===== src/rtl/mau_pkg.sv =====
// Shared encodings for the MEM-stage load/store initiator.
package mau_pkg;

  localparam int unsigned DATA_W = 32;
  localparam int unsigned BE_W   = 4;

  typedef enum logic [2:0] {
    OP_LW  = 3'd0,
    OP_LH  = 3'd1,
    OP_LHU = 3'd2,
    OP_LB  = 3'd3,
    OP_LBU = 3'd4,
    OP_SW  = 3'd5,
    OP_SH  = 3'd6,
    OP_SB  = 3'd7
  } op_type_e;

  typedef enum logic [1:0] {
    ST_IDLE  = 2'd0,
    ST_BUSY  = 2'd1,
    ST_DONE  = 2'd2,
    ST_FAULT = 2'd3
  } state_e;

  localparam logic [1:0] EXC_NONE = 2'd0;
  localparam logic [1:0] EXC_ADEL = 2'd1;
  localparam logic [1:0] EXC_ADES = 2'd2;

  // Stores occupy the top three encodings.
  function automatic logic is_store(input op_type_e t);
    return (t == OP_SW) || (t == OP_SH) || (t == OP_SB);
  endfunction

endpackage


===== src/rtl/mem_access_unit_align.sv =====
// Byte-lane steering: store enables/replication, load extraction/extension, alignment check.
module lsu_align
  import mau_pkg::*;
(
  input  op_type_e           op_type,
  input  logic [1:0]         addr,
  input  logic [DATA_W-1:0]  op_wdata,
  input  logic [DATA_W-1:0]  mem_rdata,
  output logic [BE_W-1:0]    be,
  output logic [DATA_W-1:0]  wdata_rep,
  output logic [DATA_W-1:0]  ld_ext,
  output logic               misaligned
);

  logic [7:0]  ld_byte;
  logic [15:0] ld_half;

  // Select the addressed byte and half of the returned word.
  always_comb begin
    ld_byte = 8'(mem_rdata >> {addr, 3'b000});
    ld_half = addr[1] ? mem_rdata[31:16] : mem_rdata[15:0];
  end

  // Lane enables, store replication and misalignment per access size.
  always_comb begin
    be         = 4'b1111;
    wdata_rep  = op_wdata;
    misaligned = 1'b0;
    case (op_type)
      OP_SB: begin
        be        = 4'b0001 << addr;
        wdata_rep = {4{op_wdata[7:0]}};
      end
      OP_SH: begin
        be         = addr[1] ? 4'b1100 : 4'b0011;
        wdata_rep  = {2{op_wdata[15:0]}};
        misaligned = addr[0];
      end
      OP_SW, OP_LW:        misaligned = (addr != 2'b00);
      OP_LH, OP_LHU:       misaligned = addr[0];
      default:             misaligned = 1'b0;
    endcase
  end

  // Sign/zero extension of the selected load lane.
  always_comb begin
    ld_ext = mem_rdata;
    case (op_type)
      OP_LB:   ld_ext = {{24{ld_byte[7]}}, ld_byte};
      OP_LBU:  ld_ext = {24'd0, ld_byte};
      OP_LH:   ld_ext = {{16{ld_half[15]}}, ld_half};
      OP_LHU:  ld_ext = {16'd0, ld_half};
      default: ld_ext = mem_rdata;
    endcase
  end

endmodule


===== src/rtl/mem_access_unit.sv =====
// MEM-stage load/store initiator: req/ack handshake to data memory with pipeline stall.
module mem_access_unit
  import mau_pkg::*;
#(
  parameter int unsigned ADDR_W        = 32,
  parameter int unsigned WORD_ADDR_LSB = 2
) (
  input  logic              Clk,
  input  logic              reset,
  input  logic              op_valid,
  input  logic [2:0]        op_type,
  input  logic [ADDR_W-1:0] op_addr,
  input  logic [31:0]       op_wdata,
  output logic              stall,
  output logic [31:0]       ld_data,
  output logic              ld_valid,
  output logic              exc,
  output logic [1:0]        exc_code,
  output logic              mem_req,
  output logic              mem_we,
  output logic [ADDR_W-1:0] mem_addr,
  output logic [3:0]        mem_be,
  output logic [31:0]       mem_wdata,
  input  logic              mem_ack,
  input  logic [31:0]       mem_rdata
);

  localparam logic [ADDR_W-1:0] ALIGN_MASK = ~ADDR_W'((1 << WORD_ADDR_LSB) - 1);

  state_e      state;
  op_type_e    op_t;
  op_type_e    type_q;
  logic [1:0]  addr_lo_q;

  op_type_e    al_type;
  logic [1:0]  al_addr;
  logic [3:0]  al_be;
  logic [31:0] al_wdata;
  logic [31:0] al_ld;
  logic        al_mis;

  assign op_t = op_type_e'(op_type);

  // The aligner sees the incoming op while idle and the latched op while the access is in flight.
  always_comb begin
    al_type = (state == ST_IDLE) ? op_t : type_q;
    al_addr = (state == ST_IDLE) ? op_addr[1:0] : addr_lo_q;
  end

  lsu_align u_align (
    .op_type    (al_type),
    .addr       (al_addr),
    .op_wdata   (op_wdata),
    .mem_rdata  (mem_rdata),
    .be         (al_be),
    .wdata_rep  (al_wdata),
    .ld_ext     (al_ld),
    .misaligned (al_mis)
  );

  // Stall must rise in the same cycle the op is presented, so it is decoded from state.
  assign stall = (state == ST_BUSY) || ((state == ST_IDLE) && op_valid);

  // Access sequencer with registered handshake and result outputs.
  always_ff @(posedge Clk) begin
    if (reset) begin
      state     <= ST_IDLE;
      type_q    <= OP_LW;
      addr_lo_q <= 2'd0;
      mem_req   <= 1'b0;
      mem_we    <= 1'b0;
      mem_addr  <= '0;
      mem_be    <= 4'd0;
      mem_wdata <= 32'd0;
      ld_data   <= 32'd0;
      ld_valid  <= 1'b0;
      exc       <= 1'b0;
      exc_code  <= EXC_NONE;
    end else begin
      ld_valid <= 1'b0;
      exc      <= 1'b0;
      exc_code <= EXC_NONE;
      case (state)
        ST_IDLE: begin
          if (op_valid) begin
            if (al_mis) begin
              state    <= ST_FAULT;
              exc      <= 1'b1;
              exc_code <= is_store(op_t) ? EXC_ADES : EXC_ADEL;
            end else begin
              state     <= ST_BUSY;
              type_q    <= op_t;
              addr_lo_q <= op_addr[1:0];
              mem_req   <= 1'b1;
              mem_we    <= is_store(op_t);
              mem_addr  <= op_addr & ALIGN_MASK;
              mem_be    <= al_be;
              mem_wdata <= al_wdata;
            end
          end
        end
        ST_BUSY: begin
          if (mem_ack) begin
            state   <= ST_DONE;
            mem_req <= 1'b0;
            mem_we  <= 1'b0;
            if (!is_store(type_q)) begin
              ld_data  <= al_ld;
              ld_valid <= 1'b1;
            end
          end
        end
        ST_DONE:  state <= ST_IDLE;
        ST_FAULT: state <= ST_IDLE;
        default:  state <= ST_IDLE;
      endcase
    end
  end

endmodule


===== config.mk =====
export PLATFORM = sky130hd
export DESIGN_NAME = mem_access_unit
export DESIGN_NICKNAME = d
export VERILOG_FILES = /design/src/rtl/mau_pkg.sv /design/src/rtl/mem_access_unit_align.sv /design/src/rtl/mem_access_unit.sv
export SDC_FILE = /design/constraint.sdc
export NUM_CORES = 1
export LEC_CHECK = 0
export BUFFER_PORTS_ARGS = -buffer_cell sky130_fd_sc_hd__buf_2
export CORE_MARGIN = 1.5
export CORE_UTILIZATION = 33
export DETAILED_ROUTE_END_ITERATION = 10
export GPL_TIMING_DRIVEN = 0
export PLACE_DENSITY = 0.64
export SLEW_MARGIN = 20
export SYNTH_ARGS = -nofsm -noshare
export SYNTH_HDL_FRONTEND = slang
export SYNTH_SLANG_ARGS = --single-unit

===== constraint.sdc =====
create_clock -name Clk -period 2.4 [get_ports Clk]
set_input_delay 0.12 -clock Clk [delete_from_list [all_inputs] [get_ports Clk]]
set_output_delay 0.12 -clock Clk [all_outputs]
set_load 0.05 [all_outputs]

==> results of run 1 <==
metal layers:
layer,track usage,up-vias,routed length (um)
li1,-,3046,-
met1,0.287,2879,8660
met2,0.371,253,9440
met3,0.0604,39,1650
met4,0.0696,2,446
met5,0,-,16
sequential cells by signal, indices dropped and copies added, names as in the netlist, 2 cells and up:
register   count
mem_wdata     32
ld_data       32
exc_code       2
type_q         3
state          2
mem_be         4
mem_addr      30
addr_lo_q      2
worst min path at each step:
stage | from | endpoint | slack [ns] | cells after the start
after CTS | op_addr[23] | mem_addr[23] | 0.000005 | 3
after global routing | mem_rdata[26] | ld_data[26] | 0.007 | 3
after global placement | op_addr[21] | mem_addr[21] | 0.37 | 3
after detailed placement | op_addr[5] | mem_addr[5] | 0.38 | 3
after floorplan | reset | exc | 0.19 | 1
final | op_addr[22] | mem_addr[22] | 0.006 | 3
report_power, final:
group	internal [mW]	leakage, nW	total, mW	switching, mW
sequential	2.02	0.908	2.12	0.0994
clock	0.846	0.147	1.59	0.739
combinational	0.658	2.06	2.25	1.59
total	3.53	3.11	5.95	2.43
worst max-delay path: cells and delay by family, from the launching register on:
kind	cells	cell delay, ns
AND/OR/NAND/NOR	2	0.39
buffers and inverters	2	0.44
flip-flops	1	0.44
AO/OA/AOI/OAI	3	0.86
per-stage QoR:
stage                      util  instance area [um2]
after floorplan               -                 5520
after global placement    0.414                 6820
after detailed placement  0.414                 6820
after CTS                 0.445                 7320
after global routing      0.451                 7420
final                     0.451                 7420
layout by cell type, fill, tap and decap left out, types with 4 or more instances in the layout:
cell type / n
a311oi_1: 4
o211ai_1: 10
nand3_1: 92
a21o_1: 8
nor2_1: 8
clkbuf_2: 12
mux2i_1: 16
buf_6: 4
and2_1: 5
nand2_1: 39
a21oi_1: 105
o31ai_1: 7
clkbuf_16: 9
clkbuf_1: 31
dfxtp_1: 111
buf_4: 15
o21ai_0: 114
a31oi_1: 9
o2111ai_1: 8
nand4_1: 7
dlygate4sd3_1: 20
buf_2: 215
a211oi_1: 18
repair_timing:
action | CTS | global route
setup buffers | 0 | 4
setup endpoints to repair | 26 | 99
hold buffers | 20 | 0
hold endpoints to repair | 20 | 0
resized for setup | 1 | 30
pin swaps | 1 | 2
layout make-up:
class / instances / area, um2
multi-input cells: 506 / 2990
inverters: 1 / 3.75
plain buffers: 71 / 369
clock inverters: 5 / 66.3
flip-flops and latches: 111 / 2220
repair buffers: 229 / 1260
fillers: 1716 / 9050
well taps: 220 / 275
clock buffers: 10 / 239
logic make-up (layout without fill, tap and decap cells):
| logic type | Yosys count | in the layout | synth area share |
|---|---|---|---|
| AOI/OAI and AO/OA | 311 | 311 | 0.333 |
| xor gates and xnor gates | 4 | 4 | 0.00772 |
| other | 1 | 2 | 0.000680 |
| muxes | 18 | 18 | 0.0338 |
| and+or+nand+nor | 171 | 171 | 0.157 |
| DFF | 111 | 111 | 0.403 |
| buffers and inverters | 72 | 316 | 0.0645 |
==> impl_metrics.json, run 1 <==
{
  "r2r_cells": 7,
  "cp-endpoint": "ld_data[1]",
  "avgViaCountPerCell": 5.39,
  "syn-cell-area_um2": 5510,
  "cts-root-buf": "clkbuf_16",
  "status": "complete, no violations",
  "drtIter0Drc": 344,
  "cts_tree": "yes",
  "grt_max_degree": 19,
  "crit_arrival_ns": 2.49,
  "area_growth_syn_to_layout_pct": 34.6,
  "syn_inst": 688,
  "row_count": 47,
  "startpoint_type": "flip-flop",
  "synth-edff-count": 0,
  "cts_num_sinks": 111,
  "finalCritPeriodShare": 0.930,
  "ys_seq_area_frac": 0.403,
  "reg2reg_from": "state[0]",
  "reg2reg_setup_slack_ns": 0.17,
  "setup_slack_ns": 0.167,
  "clk_pin_slew_ns": 0.08,
  "grt_usage": 0.225,
  "ys_top_cells_by_area": "dfxtp_1, o21ai_0, a21oi_1",
  "routed_wl_mm": 20.2,
  "cpPeakStageDelay_ns": 0.46,
  "async_reset_ff_frac": 0,
  "max-cap-violations": 0,
  "skew_ns": 0.00747,
  "nets": 1032,
  "synth_top_area_frac": 0.403,
  "wire_per_inst_um": 17.5,
  "layout-drive-gt1-share": 0.304,
  "dp_slack_ns": -0.0594,
  "insertedDiodeCount": 0,
  "yosysMostFrequentCell": "o21ai_0",
  "synthDistinctLibCells": 61,
  "path_cells": "buf_4 > buf_2 > nand2_1 > a211o_1 > nor2_4 > o21ai_0 > o31ai_1",
  "hpwlAfterDp_mm": 15.1,
  "synth_seq_cells": 111,
  "place_congestion": 0.887,
  "period_minus_slack_ns": 2.23,
  "drv_slew": 0,
  "p_total_mw": 5.95,
  "startpoint": "state[0]",
  "setup-tns-final_ns": 0,
  "grt_pass1_vias": 5977,
  "io_buffers": 205,
  "hold_ws_ns": 0.00604,
  "end_kind": "flip-flop",
  "timing.fmax_ghz": 0.448,
  "synth_warnings": 0,
  "finalSetupViolCount": 0,
  "rr_endpoint": "ld_data[1]",
  "min_path_type": "input port to flip-flop",
  "postSynthAreaPerCell_um2": 8.01,
  "antenna_found_initial": 2,
  "ctsLongestPathBuffers": 2,
  "synthFlopType": "dfxtp_1",
  "grt_pass1_wl_mm": 31.4,
  "fp.dieW_um": 132,
  "path_max_fanout": 10,
  "ir_drop_v": 0.000474,
  "tightest_slew_ns": 0.656,
  "numCtsBuffers": 9,
  "htreeDepth": 3,
  "ios": 210,
  "die_h_um": 132,
  "rsz0062_at_grt": "yes",
  "num_vias": 6219,
  "cp_slowest_cell": "a211o_1",
  "power.density_nw_per_um2": 803,
  "clkLatencyLatePin_ns": 0.36,
  "dieArea_um2": 17500,
  "dpl.cell_count": 1114,
  "core_area_um2": 16500,
  "crit_type": "flip-flop to flip-flop",
  "route.detailed.drc": 0,
  "netlist_top_cells_count": "o21ai_0, dfxtp_1, a21oi_1",
  "post-synth-top-area-cell": "dfxtp_1",
  "power.leakage_nw": 3.11,
  "max_slew_margin": 0.560,
  "grt_overflow": 0,
  "ant_nets": 0,
  "timing.final.hold_violations": 0,
  "start_util": 0.335,
  "required_ns": 2.66,
  "drt_first_pass_iters": 5,
  "final_cells": 1153
}
Power figures use the tool's default switching activity.
==> inputs of run 2 (changes only) <==
- CORE_UTILIZATION: 33 -> 45
- PLACE_DENSITY: 0.64 -> 0.8
==> impl_metrics.json, run 2 (same netlist as run 1, synthesis figures left out) <==
{
  "max_slew_margin": 0.527,
  "wire_per_inst_um": 17.5,
  "clk_pin_slew_ns": 0.07,
  "clkLatencyLatePin_ns": 0.36,
  "ctsLongestPathBuffers": 2,
  "setup_slack_ns": 0.111,
  "whs_path_depth": 3,
  "p_comb_frac": 0.372,
  "r2r_cells": 8,
  "reg2reg_from": "state[1]",
  "place_congestion": 0.917,
  "power.density_nw_per_um2": 832,
  "p_sw_mw": 2.37,
  "antenna_found_initial": 0,
  "dieArea_um2": 12900,
  "num_vias": 6410,
  "startpoint_type": "flip-flop",
  "cts_tree": "yes",
  "fillCellCount": 1098,
  "cts_num_sinks": 111,
  "path_max_fanout": 10,
  "final_cell_mix": "buf_2, o21ai_0, dfxtp_1",
  "routed_wl_mm": 18.6,
  "dp_slack_ns": -0.0725,
  "rr_endpoint": "mem_be[3]",
  "drv_slew": 0,
  "status": "complete, no violations",
  "power.leakage_nw": 3.04,
  "numCtsBuffers": 9,
  "route.detailed.drc": 0,
  "finalSetupViolCount": 0,
  "end_kind": "flip-flop",
  "tightest_slew_ns": 0.710,
  "min_from": "op_addr[12]",
  "area_growth_syn_to_layout_pct": 30.2,
  "cts-root-buf": "clkbuf_16",
  "setup-tns-final_ns": 0,
  "crit_type": "flip-flop to flip-flop",
  "start_util": 0.461,
  "insertedDiodeCount": 0,
  "grt_usage": 0.280,
  "io_buffers": 205,
  "nets": 1015,
  "ir_drop_v": 0.000539,
  "grt_pass1_wl_mm": 28.8,
  "period_minus_slack_ns": 2.29,
  "skew_ns": 0.00962,
  "layout-drive-gt1-share": 0.302,
  "crit_arrival_ns": 2.53,
  "hpwlAfterDp_mm": 13.8,
  "finalCritPeriodShare": 0.954,
  "grt_pass1_vias": 5767,
  "core_area_um2": 12000,
  "reg2reg_setup_slack_ns": 0.11,
  "drt_first_pass_iters": 5,
  "ios": 210,
  "required_ns": 2.64,
  "grt_max_degree": 18,
  "fp.dieW_um": 114,
  "drtIter0Drc": 536,
  "pwr-share-seq": 0.355,
  "avgViaCountPerCell": 6.02,
  "ant_nets": 0,
  "reg_top3": "ld_data x32, mem_wdata x32, mem_addr x30",
  "hold_ws_ns": 0.00749,
  "intPower_mw": 3.61,
  "die_h_um": 114,
  "timing.final.hold_violations": 0,
  "max-cap-violations": 0,
  "row_count": 40,
  "p_clk_frac": 0.274,
  "min_path_type": "input port to flip-flop",
  "switching_share": 0.396,
  "grt_overflow": 0,
  "hold_end": "mem_addr[12]",
  "htreeDepth": 3,
  "mostFrequentLayoutCell": "buf_2",
  "timing.fmax_ghz": 0.437
}
-- run 2: power groups by stage --
| stage | logic (mW) | registers (mW) | clock network (mW) |
|---|---|---|---|
| finish | 2.22 | 2.12 | 1.63 |
| global route | 2.37 | 2.14 | 1.72 |
| CTS | 2.17 | 2.11 | 1.65 |
| detailed placement | 2.15 | 2.15 | 0 |
| global placement | 2.13 | 2.15 | 0 |
| floorplan | 0.989 | 2.73 | 0 |
-- run 2: final cells by class --
| cell class | instances | area [um2] | area share |
|---|---|---|---|
| buffer | 70 | 360 | 0.0502 |
| clock buffer | 11 | 243 | 0.0338 |
| clock inverter | 5 | 81.3 | 0.0113 |
| inverter | 1 | 3.75 | 0.000523 |
| multi-input combinational | 506 | 2980 | 0.415 |
| sequential | 111 | 2220 | 0.310 |
| tap | 147 | 184 | 0.0256 |
| timing repair buffer | 213 | 1100 | 0.153 |
-- run 2: worst max path at each step --
stage,start,to,slack [ns],depth (start not counted)
floorplan,state[1],mem_we,0.45,6
global placement,state[1],mem_wdata[0],-0.009,6
detailed placement,state[1],mem_wdata[4],-0.07,6
CTS,state[0],ld_data[26],0.07,7
global route,state[1],mem_addr[21],-0.006,8
finish,state[1],mem_be[3],0.11,8
-- run 2: metal layers --
layer / up-vias / wire length, um / track usage
li1: 3017 / - / -
met1: 2967 / 7710 / 0.351
met2: 363 / 8550 / 0.456
met3: 63 / 1730 / 0.0712
met4: 0 / 648 / 0.125
met5: - / 0 / 0
-- run 2: per-stage QoR --
stage	cell area [um2]	total power, mW	utilization	cells
5_1_grt	7180	6.23	0.600	1064
3_3_place_gp	6730	4.28	0.562	1041
3_5_place_dp	6730	4.30	0.562	1041
4_1_cts	7130	5.94	0.596	1065
6_report	7180	5.97	0.600	1064
2_1_floorplan	5520	3.72	-	689
-- run 2: worst max-delay path, stage by stage (launching register included) --
cell      delay [ns]
dfxtp_1         0.39
buf_6           0.18
nor3b_2         0.26
o221ai_1        0.24
a221oi_4        0.34
buf_4           0.19
nor2_1          0.05
buf_2           0.20
a311oi_1        0.33
-- run 2: timing repair --
item,CTS,global route
setup buffers,2,0
endpoints found under the setup margin,18,65
hold buffers,6,0
endpoints found under the hold margin,6,0
resized for setup,2,22
pin swaps,1,0
